`config.mk`:
```
export PLATFORM = sky130hd
export DESIGN_NAME = uart_rx_frame
export DESIGN_NICKNAME = d
export VERILOG_FILES = /design/src/rtl/uart_pkg.sv /design/src/rtl/uart_sync2.sv /design/src/rtl/uart_rx_frame.sv
export SDC_FILE = /design/constraint.sdc
export NUM_CORES = 1
export LEC_CHECK = 0
export ABC_AREA = 1
export CORE_MARGIN = 5
export CORE_UTILIZATION = 49
export DETAILED_ROUTE_END_ITERATION = 6
export PLACE_DENSITY = 0.74
export SYNTH_ARGS = -nofsm -noshare
export SYNTH_HDL_FRONTEND = slang
export SYNTH_HIERARCHICAL = 1
export SYNTH_SLANG_ARGS = --single-unit
```
`constraint.sdc`:
```
create_clock -name clk -period 1.1 [get_ports clk]
set_input_delay 0.22 -clock clk [delete_from_list [all_inputs] [get_ports clk]]
set_output_delay 0.22 -clock clk [all_outputs]
set_load 0.01 [all_outputs]
```
`src/rtl/uart_pkg.sv`:
```
// Shared UART types and defaults used by the receive path.
package uart_pkg;

  // Receiver frame-tracking states
  typedef enum logic [2:0] {
    IDLE,
    START,
    DATA,
    STOP,
    WAIT_IDLE
  } uart_rx_state_t;

  localparam int UART_DEFAULT_CLKS_PER_BIT = 16;
  localparam int UART_DATA_BITS            = 8;

endpackage

```
`src/rtl/uart_sync2.sv`:
```
// Two-flop synchronizer for bringing an asynchronous pin into the clk domain.
// The reset value is a parameter so idle-high and idle-low lines can share it.
module uart_sync2 #(
  parameter logic RESET_VALUE = 1'b1
) (
  input  logic clk_i,
  input  logic rst_ni,
  input  logic d_i,
  output logic q_o
);

  logic meta_q;
  logic sync_q;

  // Two back-to-back flops give the first one a full cycle to settle
  always_ff @(posedge clk_i) begin
    if (!rst_ni) begin
      meta_q <= RESET_VALUE;
      sync_q <= RESET_VALUE;
    end else begin
      meta_q <= d_i;
      sync_q <= meta_q;
    end
  end

  assign q_o = sync_q;

endmodule

```
`src/rtl/uart_rx_frame.sv`:
```
// Oversampling 8N1 UART receiver with mid-bit sampling, start-glitch
// rejection, stop-bit framing check and a one-entry valid/ready holding register.
module uart_rx_frame
  import uart_pkg::*;
#(
  parameter int CLKS_PER_BIT = UART_DEFAULT_CLKS_PER_BIT,
  parameter int DATA_BITS    = UART_DATA_BITS
) (
  input  logic                 clk,
  input  logic                 reset,
  input  logic                 Rx,
  output logic [DATA_BITS-1:0] databus_write,
  output logic                 rx_valid,
  input  logic                 rx_ready,
  output logic                 frame_err,
  output logic                 overrun,
  output logic                 busy
);

  localparam int TW = $clog2(CLKS_PER_BIT);
  localparam int IW = $clog2(DATA_BITS + 1);

  localparam logic [TW-1:0] HALF_LAST = TW'(CLKS_PER_BIT / 2 - 1);
  localparam logic [TW-1:0] BIT_LAST  = TW'(CLKS_PER_BIT - 1);
  localparam logic [IW-1:0] IDX_LAST  = IW'(DATA_BITS - 1);

  logic rx_s;

  uart_rx_state_t state_q, state_d;

  logic [TW-1:0]        timer_q, timer_d;
  logic [IW-1:0]        idx_q, idx_d;
  logic [DATA_BITS-1:0] shift_q, shift_d;

  logic stop_good, stop_bad;
  logic good_q, bad_q;

  logic [DATA_BITS-1:0] data_q;
  logic                 valid_q;
  logic                 ferr_q;
  logic                 ovr_q;

  uart_sync2 #(
    .RESET_VALUE(1'b1)
  ) u_sync (
    .clk_i (clk),
    .rst_ni(reset),
    .d_i   (Rx),
    .q_o   (rx_s)
  );

  // State register: any reset abandons a partial frame
  always_ff @(posedge clk) begin
    if (!reset) begin
      state_q <= IDLE;
    end else begin
      state_q <= state_d;
    end
  end

  // Next-state: start check at half-bit, then one full bit period per sample
  always_comb begin
    state_d = state_q;
    unique case (state_q)
      IDLE: begin
        if (!rx_s) state_d = START;
      end
      START: begin
        if (timer_q == HALF_LAST) state_d = rx_s ? IDLE : DATA;
      end
      DATA: begin
        if (timer_q == BIT_LAST && idx_q == IDX_LAST) state_d = STOP;
      end
      STOP: begin
        if (timer_q == BIT_LAST) state_d = rx_s ? IDLE : WAIT_IDLE;
      end
      WAIT_IDLE: begin
        if (rx_s) state_d = IDLE;
      end
      default: state_d = IDLE;
    endcase
  end

  // Per-state datapath: timer, bit index, LSB-first shift and stop-bit verdict
  always_comb begin
    timer_d   = timer_q + TW'(1);
    idx_d     = idx_q;
    shift_d   = shift_q;
    stop_good = 1'b0;
    stop_bad  = 1'b0;
    unique case (state_q)
      IDLE: begin
        timer_d = '0;
        idx_d   = '0;
      end
      START: begin
        if (timer_q == HALF_LAST) begin
          timer_d = '0;
          idx_d   = '0;
        end
      end
      DATA: begin
        if (timer_q == BIT_LAST) begin
          timer_d = '0;
          shift_d = {rx_s, shift_q[DATA_BITS-1:1]};
          idx_d   = idx_q + IW'(1);
        end
      end
      STOP: begin
        if (timer_q == BIT_LAST) begin
          timer_d   = '0;
          stop_good = rx_s;
          stop_bad  = !rx_s;
        end
      end
      WAIT_IDLE: begin
        timer_d = '0;
      end
      default: begin
        timer_d = '0;
        idx_d   = '0;
      end
    endcase
  end

  // Datapath registers plus the registered stop-bit verdict strobes
  always_ff @(posedge clk) begin
    if (!reset) begin
      timer_q <= '0;
      idx_q   <= '0;
      shift_q <= '0;
      good_q  <= 1'b0;
      bad_q   <= 1'b0;
    end else begin
      timer_q <= timer_d;
      idx_q   <= idx_d;
      shift_q <= shift_d;
      good_q  <= stop_good;
      bad_q   <= stop_bad;
    end
  end

  // Holding register: a same-cycle consume frees room for the new byte
  always_ff @(posedge clk) begin
    if (!reset) begin
      data_q  <= '0;
      valid_q <= 1'b0;
      ferr_q  <= 1'b0;
      ovr_q   <= 1'b0;
    end else begin
      ferr_q <= bad_q;
      if (valid_q && rx_ready) begin
        valid_q <= 1'b0;
        ovr_q   <= 1'b0;
      end
      if (good_q) begin
        if (!valid_q || rx_ready) begin
          data_q  <= shift_q;
          valid_q <= 1'b1;
        end else begin
          ovr_q <= 1'b1;
        end
      end
    end
  end

  assign databus_write = data_q;
  assign rx_valid      = valid_q;
  assign frame_err     = ferr_q;
  assign overrun       = ovr_q;
  assign busy          = (state_q != IDLE);

endmodule

```
======== Yosys cells after proc, flatten, opt, wreduce, memory -nomap -nowiden ========
Index checks and enable logic that the tools add are counted.
operators by class
  add/subtract/negate cells ............... 2
  equal/unequal tests ..................... 13
  multiplexer cells ....................... 20
  bitwise operators ....................... 1
  reductions and logical operators ........ 14
operator list
  kind                 count
  $mux 3               6
  $mux 4               4
  $pmux 3 s5           1
  $pmux 4 s3           1
  $ne 2x2->1 const B   5
  $add 4x1->4 const B  2
  $eq 4x3->1 const B   2
  $pmux 4 s2           1
  $eq 3x2->1 const B   2
  $mux 1               6
  $reduce_and 3->1     2
  $reduce_and 5->1     1
  $eq 4x4->1 const B   1
  $reduce_and 2->1     2
  $reduce_or 2->1      2
  $eq 3x1->1 const B   1
  $eq 3x3->1 const B   1
  $logic_not 3->1      1
  $reduce_bool 3->1    1
  $logic_and 1x1->1    2
  $logic_not 1->1      2
  $mux 2               1
  $ne 2x1->1 const B   1
  $logic_or 1x1->1     1
  $not 1->1            1
word-level totals
  register bits after elaboration ......... 34
  bits of input ports ..................... 4
  output and inout bits ................... 12

======== Depth between registers and ports, before layout ========
Gate-level depths: netlist (run 1).
  depth in word-level cells ............... 4
  depth in mapped cells ................... 9

======== Cells and area by module ========
Netlist (run 1), hierarchy kept.
modules (own cells, without submodules)
  module         times used  cells an instance  area an instance (sq um)
  uart_rx_frame  1           177                1347.5
  uart_sync2     1           6                  55.1

======== Worst setup path after synthesis (run 1) ========
OpenSTA, ideal clock, no wires.
  path kind ............................... register to register
  start ................................... reg timer_q[0]
  end ..................................... reg idx_q[2]
  library setup time ...................... 0.120 ns
  data arrival time ....................... 1.118 ns
  data required time ...................... 0.980 ns
  slack ................................... -0.138 ns
  cell stages (with the launch flop) ...... 9
  path buffers ............................ 0
  cell sequence ........................... dfxtp_1 > ha_1 > nand2_1 > nor2_1 > nor2_2 > nor2_1 > nand2_1 > nand2_1 > a21oi_1
between the ends
  word-level cells in the longest chain between the ends .. 3
  elaborated cells between the ends (all ways) .. 5
ends and longest elaborated chain
  item                                      line                                       RTL
  start: declaration                        uart_rx_frame.sv:31                        logic [TW-1:0] timer_q, timer_d;
  start signal: assignment                  uart_rx_frame.sv:135                       timer_q <= timer_d;
  $eq 4x4->1 or $eq 4x3->1 (tied branches)  uart_rx_frame.sv:103, uart_rx_frame.sv:97
  $ne 2x2->1 (no source line)               --
  $reduce_and 3->1 (no source line) *       --
  end signal: assignment                    uart_rx_frame.sv:136                       idx_q <= idx_d;
  end: declaration                          uart_rx_frame.sv:32                        logic [IW-1:0] idx_q, idx_d;
Mark *: on every way between the ends. The rest lies on a longest branch, timed or not.
A chain may end at the register's enable or synchronous reset.

======== Final worst setup path (run 1) ========
  start ................................... reg timer_q[0]
  end ..................................... reg state_q[2]
between the ends
  word-level cells in the longest chain between the ends .. 4
  elaborated cells between the ends (all ways) .. 7
ends and longest elaborated chain
  item                                 line                                      RTL
  $eq 4x4->1                           uart_rx_frame.sv:72, uart_rx_frame.sv:75
  $logic_and 1x1->1                    uart_rx_frame.sv:72                       if (timer_q == BIT_LAST && idx_q == IDX_LAST) state_d = STOP;
  $ne 2x2->1 (no source line)          --
  $reduce_and 5->1 (no source line) *  --
  end signal: assignment               uart_rx_frame.sv:57                       state_q <= state_d;
  end: declaration                     uart_rx_frame.sv:29                       uart_rx_state_t state_q, state_d;
Marks and branches as above.

==> results of run 1 <==
[what timing repair did]
action                     CTS  global route
buffers inserted             4             0
hold buffers                 0             0
setup endpoints to repair   38            32
pin swaps                   19             9
gates resized for setup     94            15
[per-layer routing]
metal  track usage [%]  wire (microns)  up-vias
met2              33.5            1780       20
met4              7.79              43        0
met3              6.22             126        4
li1                  -               -      681
met1              17.4            1310      614
met5                 0               0        -
[stage by stage]
stage	hold slack (ns)	setup TNS, ns
final	0.412	-1.80
after global routing	0.425	-3.28
after CTS	0.405	-1.75
after detailed placement	0.401	-6.27
after global placement	0.402	-5.17
after floorplan	0.289	-0.125
[critical path, delay by kind of cell, from the launching register on]
kind	cells	cell delay [ns]
fa+ha+maj	1	0.19
buf+inv	1	0.04
flops	1	0.36
simple gates	6	0.57
[layout make-up]
| type | instances | area [sq um] |
|---|---|---|
| Clock buffer | 7 | 55.1 |
| Clock inverter | 1 | 5.00 |
| Fill cell | 206 | 746 |
| Inverter | 17 | 63.8 |
| Multi-Input combinational cell | 129 | 822 |
| Sequential cell | 34 | 712 |
| Tap cell | 31 | 38.8 |
| Timing Repair Buffer | 43 | 315 |
[synth_stat cells (2+ instances only)]
cell	n	area share, %
nor2_2	7	3.1
nor3_1	3	1.1
dfxtp_1	34	49
xor2_1	3	1.9
a21oi_1	8	2.9
nand3_2	3	2.1
nand3_1	8	2.9
nand2_1	23	6.2
inv_1	15	4.0
nand2_2	4	1.8
o21ai_0	18	6.4
ha_1	2	1.8
inv_2	2	0.54
nor2_1	43	12
[sequential cells by signal, indices dropped and copies added (netlist names), 3 cells and up]
| register | count |
|---|---|
| idx_q | 4 |
| timer_q | 4 |
| databus_write | 8 |
| shift_q | 8 |
| state_q | 3 |
[kinds of logic (layout without fill, tap and decap cells)]
family / Yosys count / after routing
AOI/OAI and AO/OA: 29 / 29
xor gates and xnor gates: 3 / 3
adders and majority gates: 2 / 2
buffers and inverters: 20 / 68
DFF: 34 / 34
and+or+nand+nor: 95 / 95
[worst paths after layout]
| kind | start | endpoint | slack (ns) | depth (start not counted) |
|---|---|---|---|---|
| setup / recovery | timer_q[0] | state_q[2] | -0.16 | 8 |
| setup reg to reg | timer_q[0] | state_q[2] | -0.16 | 8 |
| hold / removal | Rx | u_sync/meta_q | 0.41 | 3 |
| hold reg to reg | bad_q | frame_err | 0.41 | 2 |
[cell usage in the layout (no fill, tap or decap), types with 7 or more instances in the layout]
master / count
buf_2: 12
buf_4: 24
dfxtp_1: 15
dfxtp_2: 16
inv_1: 11
nand2_1: 17
nand2_2: 7
nor2_1: 40
nor2_2: 7
o21ai_0: 10
o21ai_2: 8
[power breakdown]
part           total, mW  switching [mW]  internal (mW)
clock network      0.719           0.409          0.310
registers           1.38          0.0710           1.31
logic               1.58           0.894          0.684
==> results.toml, run 1 <==
[routing]
routedWlPerCell_microns = 12.4
routed_via_density = 5.03
drt_iter0_drc = 56
first_pass_iters = 4
wirelength_microns = 3260
ant_nets = 0
via_count = 1319
drc = 0

[sta]
min_period_ns = 1.26
fin_skew_ns = 0.00925
slew_headroom_pct = 81.4
fin_crit_sh_pct = 115
max_slew.worst_pin.slew_ns = 0.279
final-setup-viol-count = 20
fmax_mhz = 792
worst_slack_ns = -0.163
rsz0062_at_grt = "yes"
slew_violations = 0
final_hold_viol_count = 0

[logic_synthesis]
ys_seq_area_share_pct = 48.5
yosysUniqueCellTypes = 24
synth_top_family_by_area = "simple AND/OR/NAND/NOR gates"
avgSynthCellArea_sq_um = 7.66
synth_compound_area_share_pct = 11.0
ys_ff_latch = 34
synth_nets = 189
synth-edff-count = 0
synth_area_sq_um = 1400
syn_inst = 183
ys.flop_type = "dfxtp_1"
synthAdderAreaFrac_pct = 1.78
synthMuxAreaShare_pct = 0
yosys.area_share.simple_pct = 30.9
synthArstFlopShare_pct = 0
yosysWarnings = 6
synth_xor_area_share_pct = 1.87

[grt]
grt_max_degree = 25
grt_pass1_wl_microns = 5870
antenna_found_initial = 0
grt_pass1_vias = 1412
grt_usage_pct = 17.9
overflow = 0

[critical_path]
endpoint_kind = "flop"
cp.required_ns = 1.34
startpoint_type = "flop"
worst-setup-path-type = "reg -> reg"
critPathArrivalTime_ns = 1.50
crit_path_cell_trace = "ha_4 -> nand3_4 -> nand3_2 -> nand2_4 -> nor2_4 -> nand2_1 -> nand3_1 -> inv_1"
crit_slowest_cell = "dfxtp_2"
cpPeakStageDelay_ns = 0.36
crit_fanout = 4

[run_status]
outcome = "finished, violations left"
violations = "negative setup slack"

[power_and_ir_drop]
irDropWorstVdd_mv = 1.62
finalPower_mw = 3.68
power.density_nw_per_um2 = 1830
p_leak_nw = 0.891

[place]
dp.final_hpwl_microns = 2210
portBuffers = 15
preCtsSetupSlack_ns = -0.360
gp_congestion = 0.831
post-place-cells = 250
post_dp_cell_area_sq_um = 1810

[floorplan]
core-area_sq_um = 2760
boundaryPins = 16
die_w_microns = 63.5
fp-row-count = 19
start_util_pct = 50.9
dieArea_sq_um = 4030
die_y_microns = 63.5

[cts]
clk_root_buffer_cell = "clkbuf_4"
clockBufferDepth = 2
cts_buffers = 5
cts.sinks = 34
htreeDepth = 2
clkLatencyLatePin_ns = 0.33
cts_tree = "built"
path_clk_slew_ns = 0.11

[hold_path]
hold_class = "in -> reg"

[cells_and_area]
nets = 236
n_antenna_cell = 0
fin_cells = 262
final_util_pct = 73.0
drive_gt1_share_pct = 49.4
syn2layout_area_growth_pct = 43.4
stdcell_area_sq_um = 2010

[flow_run]
cap_violations = 0
Power figures use the tool's default switching activity.
==> inputs of run 2 (changes only) <==
--- a/config.mk
+++ b/config.mk
@@ -6,10 +6,11 @@
 export NUM_CORES = 1
 export LEC_CHECK = 0
 export ABC_AREA = 1
+export CAP_MARGIN = 20
 export CORE_MARGIN = 5
 export CORE_UTILIZATION = 49
 export DETAILED_ROUTE_END_ITERATION = 6
-export PLACE_DENSITY = 0.74
+export PLACE_DENSITY_LB_ADDON = 0.12
 export SYNTH_ARGS = -nofsm -noshare
 export SYNTH_HDL_FRONTEND = slang
 export SYNTH_HIERARCHICAL = 1
==> run 2 against run 1 <==
Compared with the run above:
- the run still ends with negative setup slack left
- clock skew shrank 0.0062 ns
- critical endpoint unchanged
- worst hold slack lost 0.0041 ns
- via count grew 5.3%
- die area is the same
==> results.toml, run 2 (synthesis results as in run 1) <==
[run_status]
outcome = "finished, violations left"
violations = "negative setup slack"

[sta]
rsz0062_at_grt = "yes"
slew_headroom_pct = 82.6
final_hold_viol_count = 0
fmax_mhz = 751
worst_hold_slack_ns = 0.408
fin_skew_ns = 0.00310
final-setup-viol-count = 20
min_period_ns = 1.33
slew_violations = 0
setup_tns_ns = -2.14
max_slew.worst_pin.slew_ns = 0.258
fin_crit_sh_pct = 121
worst_slack_ns = -0.232

[grt]
grt_pass1_wl_microns = 6050
overflow = 0
grt_usage_pct = 18.5
antenna_found_initial = 0
grt_max_degree = 25
grt_pass1_vias = 1398

[place]
preCtsSetupSlack_ns = -0.324
gp_congestion = 0.855
dp.final_hpwl_microns = 2310
portBuffers = 15

[cells_and_area]
final_util_pct = 75.8
n_fill_cell = 202
n_antenna_cell = 0
nets = 242
most-common-layout-cells = "41 x nor2_1, 29 x buf_4, 17 x nand2_1"
final_common_cell = "nor2_1"
syn2layout_area_growth_pct = 49.1
drive_gt1_share_pct = 47.5

[critical_path]
crit_path_cell_trace = "ha_4 -> nand3b_1 -> nand2_2 -> nand3_4 -> nor2_4 -> nand2_1 -> nand3_1 -> inv_1"
r2r_start = "idx_q[1]"
cp.required_ns = 1.34
r2r-end = "state_q[2]"
worst-setup-path-type = "reg -> reg"
critical_path.top_delay_family = "simple AND/OR/NAND/NOR gates"
rrSetupSlack_ns = -0.23
r2r_cells = 8
crit_fanout = 3
crit_start = "idx_q[1]"
crit_slowest_cell = "dfxtp_2"
startpoint_type = "flop"
critPathArrivalTime_ns = 1.57
cpPeakStageDelay_ns = 0.37
path_buf_inv = 1
endpoint_kind = "flop"

[floorplan]
core-area_sq_um = 2760
start_util_pct = 50.9
dieArea_sq_um = 4030
boundaryPins = 16
die_w_microns = 63.5
die_y_microns = 63.5
fp-row-count = 19

[routing]
routedWlPerCell_microns = 13.6
via_count = 1389
drc = 0
wirelength_microns = 3630
first_pass_iters = 4
ant_nets = 0
routed_via_density = 5.20
drt_iter0_drc = 62

[cts]
cts_tree = "built"
cts_buffers = 5
cts.sinks = 34
postCtsHoldBufs = 0
clockBufferDepth = 2
clk_root_buffer_cell = "clkbuf_4"
clkLatencyLatePin_ns = 0.34
htreeDepth = 2
path_clk_slew_ns = 0.10

[flow_run]
cap_violations = 0

[power_and_ir_drop]
p_leak_nw = 0.938
power.density_nw_per_um2 = 2000
irDropWorstVdd_mv = 2.12
finalPower_mw = 4.18

[hold_path]
min_to = "u_sync/meta_q"
min_from = "Rx"
min_path_cells = 3
hold_class = "in -> reg"
run 2: cell types whose count changed in the layout (fill, tap and decap cells not counted), sizes merged:
cell and delta:
buf +6, bufinv +1, clkbuf -1, clkinv -1
run 2: worst reg2reg max path: stages (launching register included):
cell and delay [ns]:
dfxtp_2 0.37, ha_4 0.14, nand3b_1 0.13, nand2_2 0.11, nand3_4 0.10, nor2_4 0.17
nand2_1 0.07, nand3_1 0.10, inv_1 0.05
run 2: worst max path at each step:
| stage | endpoint | slack, ns | depth (start not counted) |
|---|---|---|---|
| after global placement | timer_q[2] | -0.28 | 5 |
| after CTS | state_q[2] | -0.16 | 8 |
| after global routing | state_q[2] | -0.29 | 8 |
| after detailed placement | databus_write[7] | -0.32 | 7 |
| after floorplan | idx_q[3] | -0.03 | 8 |
| final | state_q[2] | -0.23 | 8 |
run 2: power breakdown:
part	switching, mW	internal [mW]	leakage (nW)	total [mW]
registers	0.0908	1.31	0.285	1.40
logic	1.02	0.812	0.609	1.83
clock network	0.413	0.529	0.0443	0.942
total	1.53	2.65	0.938	4.18
run 2: stage by stage:
step           instances  area (sq um)
2_1_floorplan        183          1460
3_3_place_gp         251          1820
3_5_place_dp         251          1820
4_1_cts              264          2010
5_1_grt              267          2090
6_report             267          2090
run 2: timing repair:
item	4_1_cts	5_1_grt
buffers inserted	6	3
pin swaps	18	6
endpoints found under the setup margin	31	29
gates resized for setup	86	15
run 2: area by class of cell:
type	count	area, sq um	area share, %
Multi-Input combinational cell	129	823	39.4
Sequential cell	34	711	34.0
Timing Repair Buffer	49	370	17.7
Inverter	17	66.3	3.17
Clock buffer	6	51.3	2.45
Tap cell	31	38.8	1.86
Clock inverter	1	30.0	1.44
run 2: per-layer routing:
layer,share of wire [%],up-vias,track usage (%)
li1,-,695,-
met1,39,649,19.7
met2,53,34,33.0
met3,5.8,11,6.22
met4,2.0,0,7.53
met5,0,-,0
==> inputs of run 3 (changes only) <==
--- a/config.mk
+++ b/config.mk
@@ -9,6 +9,7 @@
 export CAP_MARGIN = 20
 export CORE_MARGIN = 5
 export CORE_UTILIZATION = 49
+export CTS_CLUSTER_DIAMETER = 100
 export DETAILED_ROUTE_END_ITERATION = 6
 export PLACE_DENSITY_LB_ADDON = 0.12
 export SYNTH_ARGS = -nofsm -noshare
==> results of run 3 <==
Same layout as run 2: the final DEF is identical, and so are final timing and power.
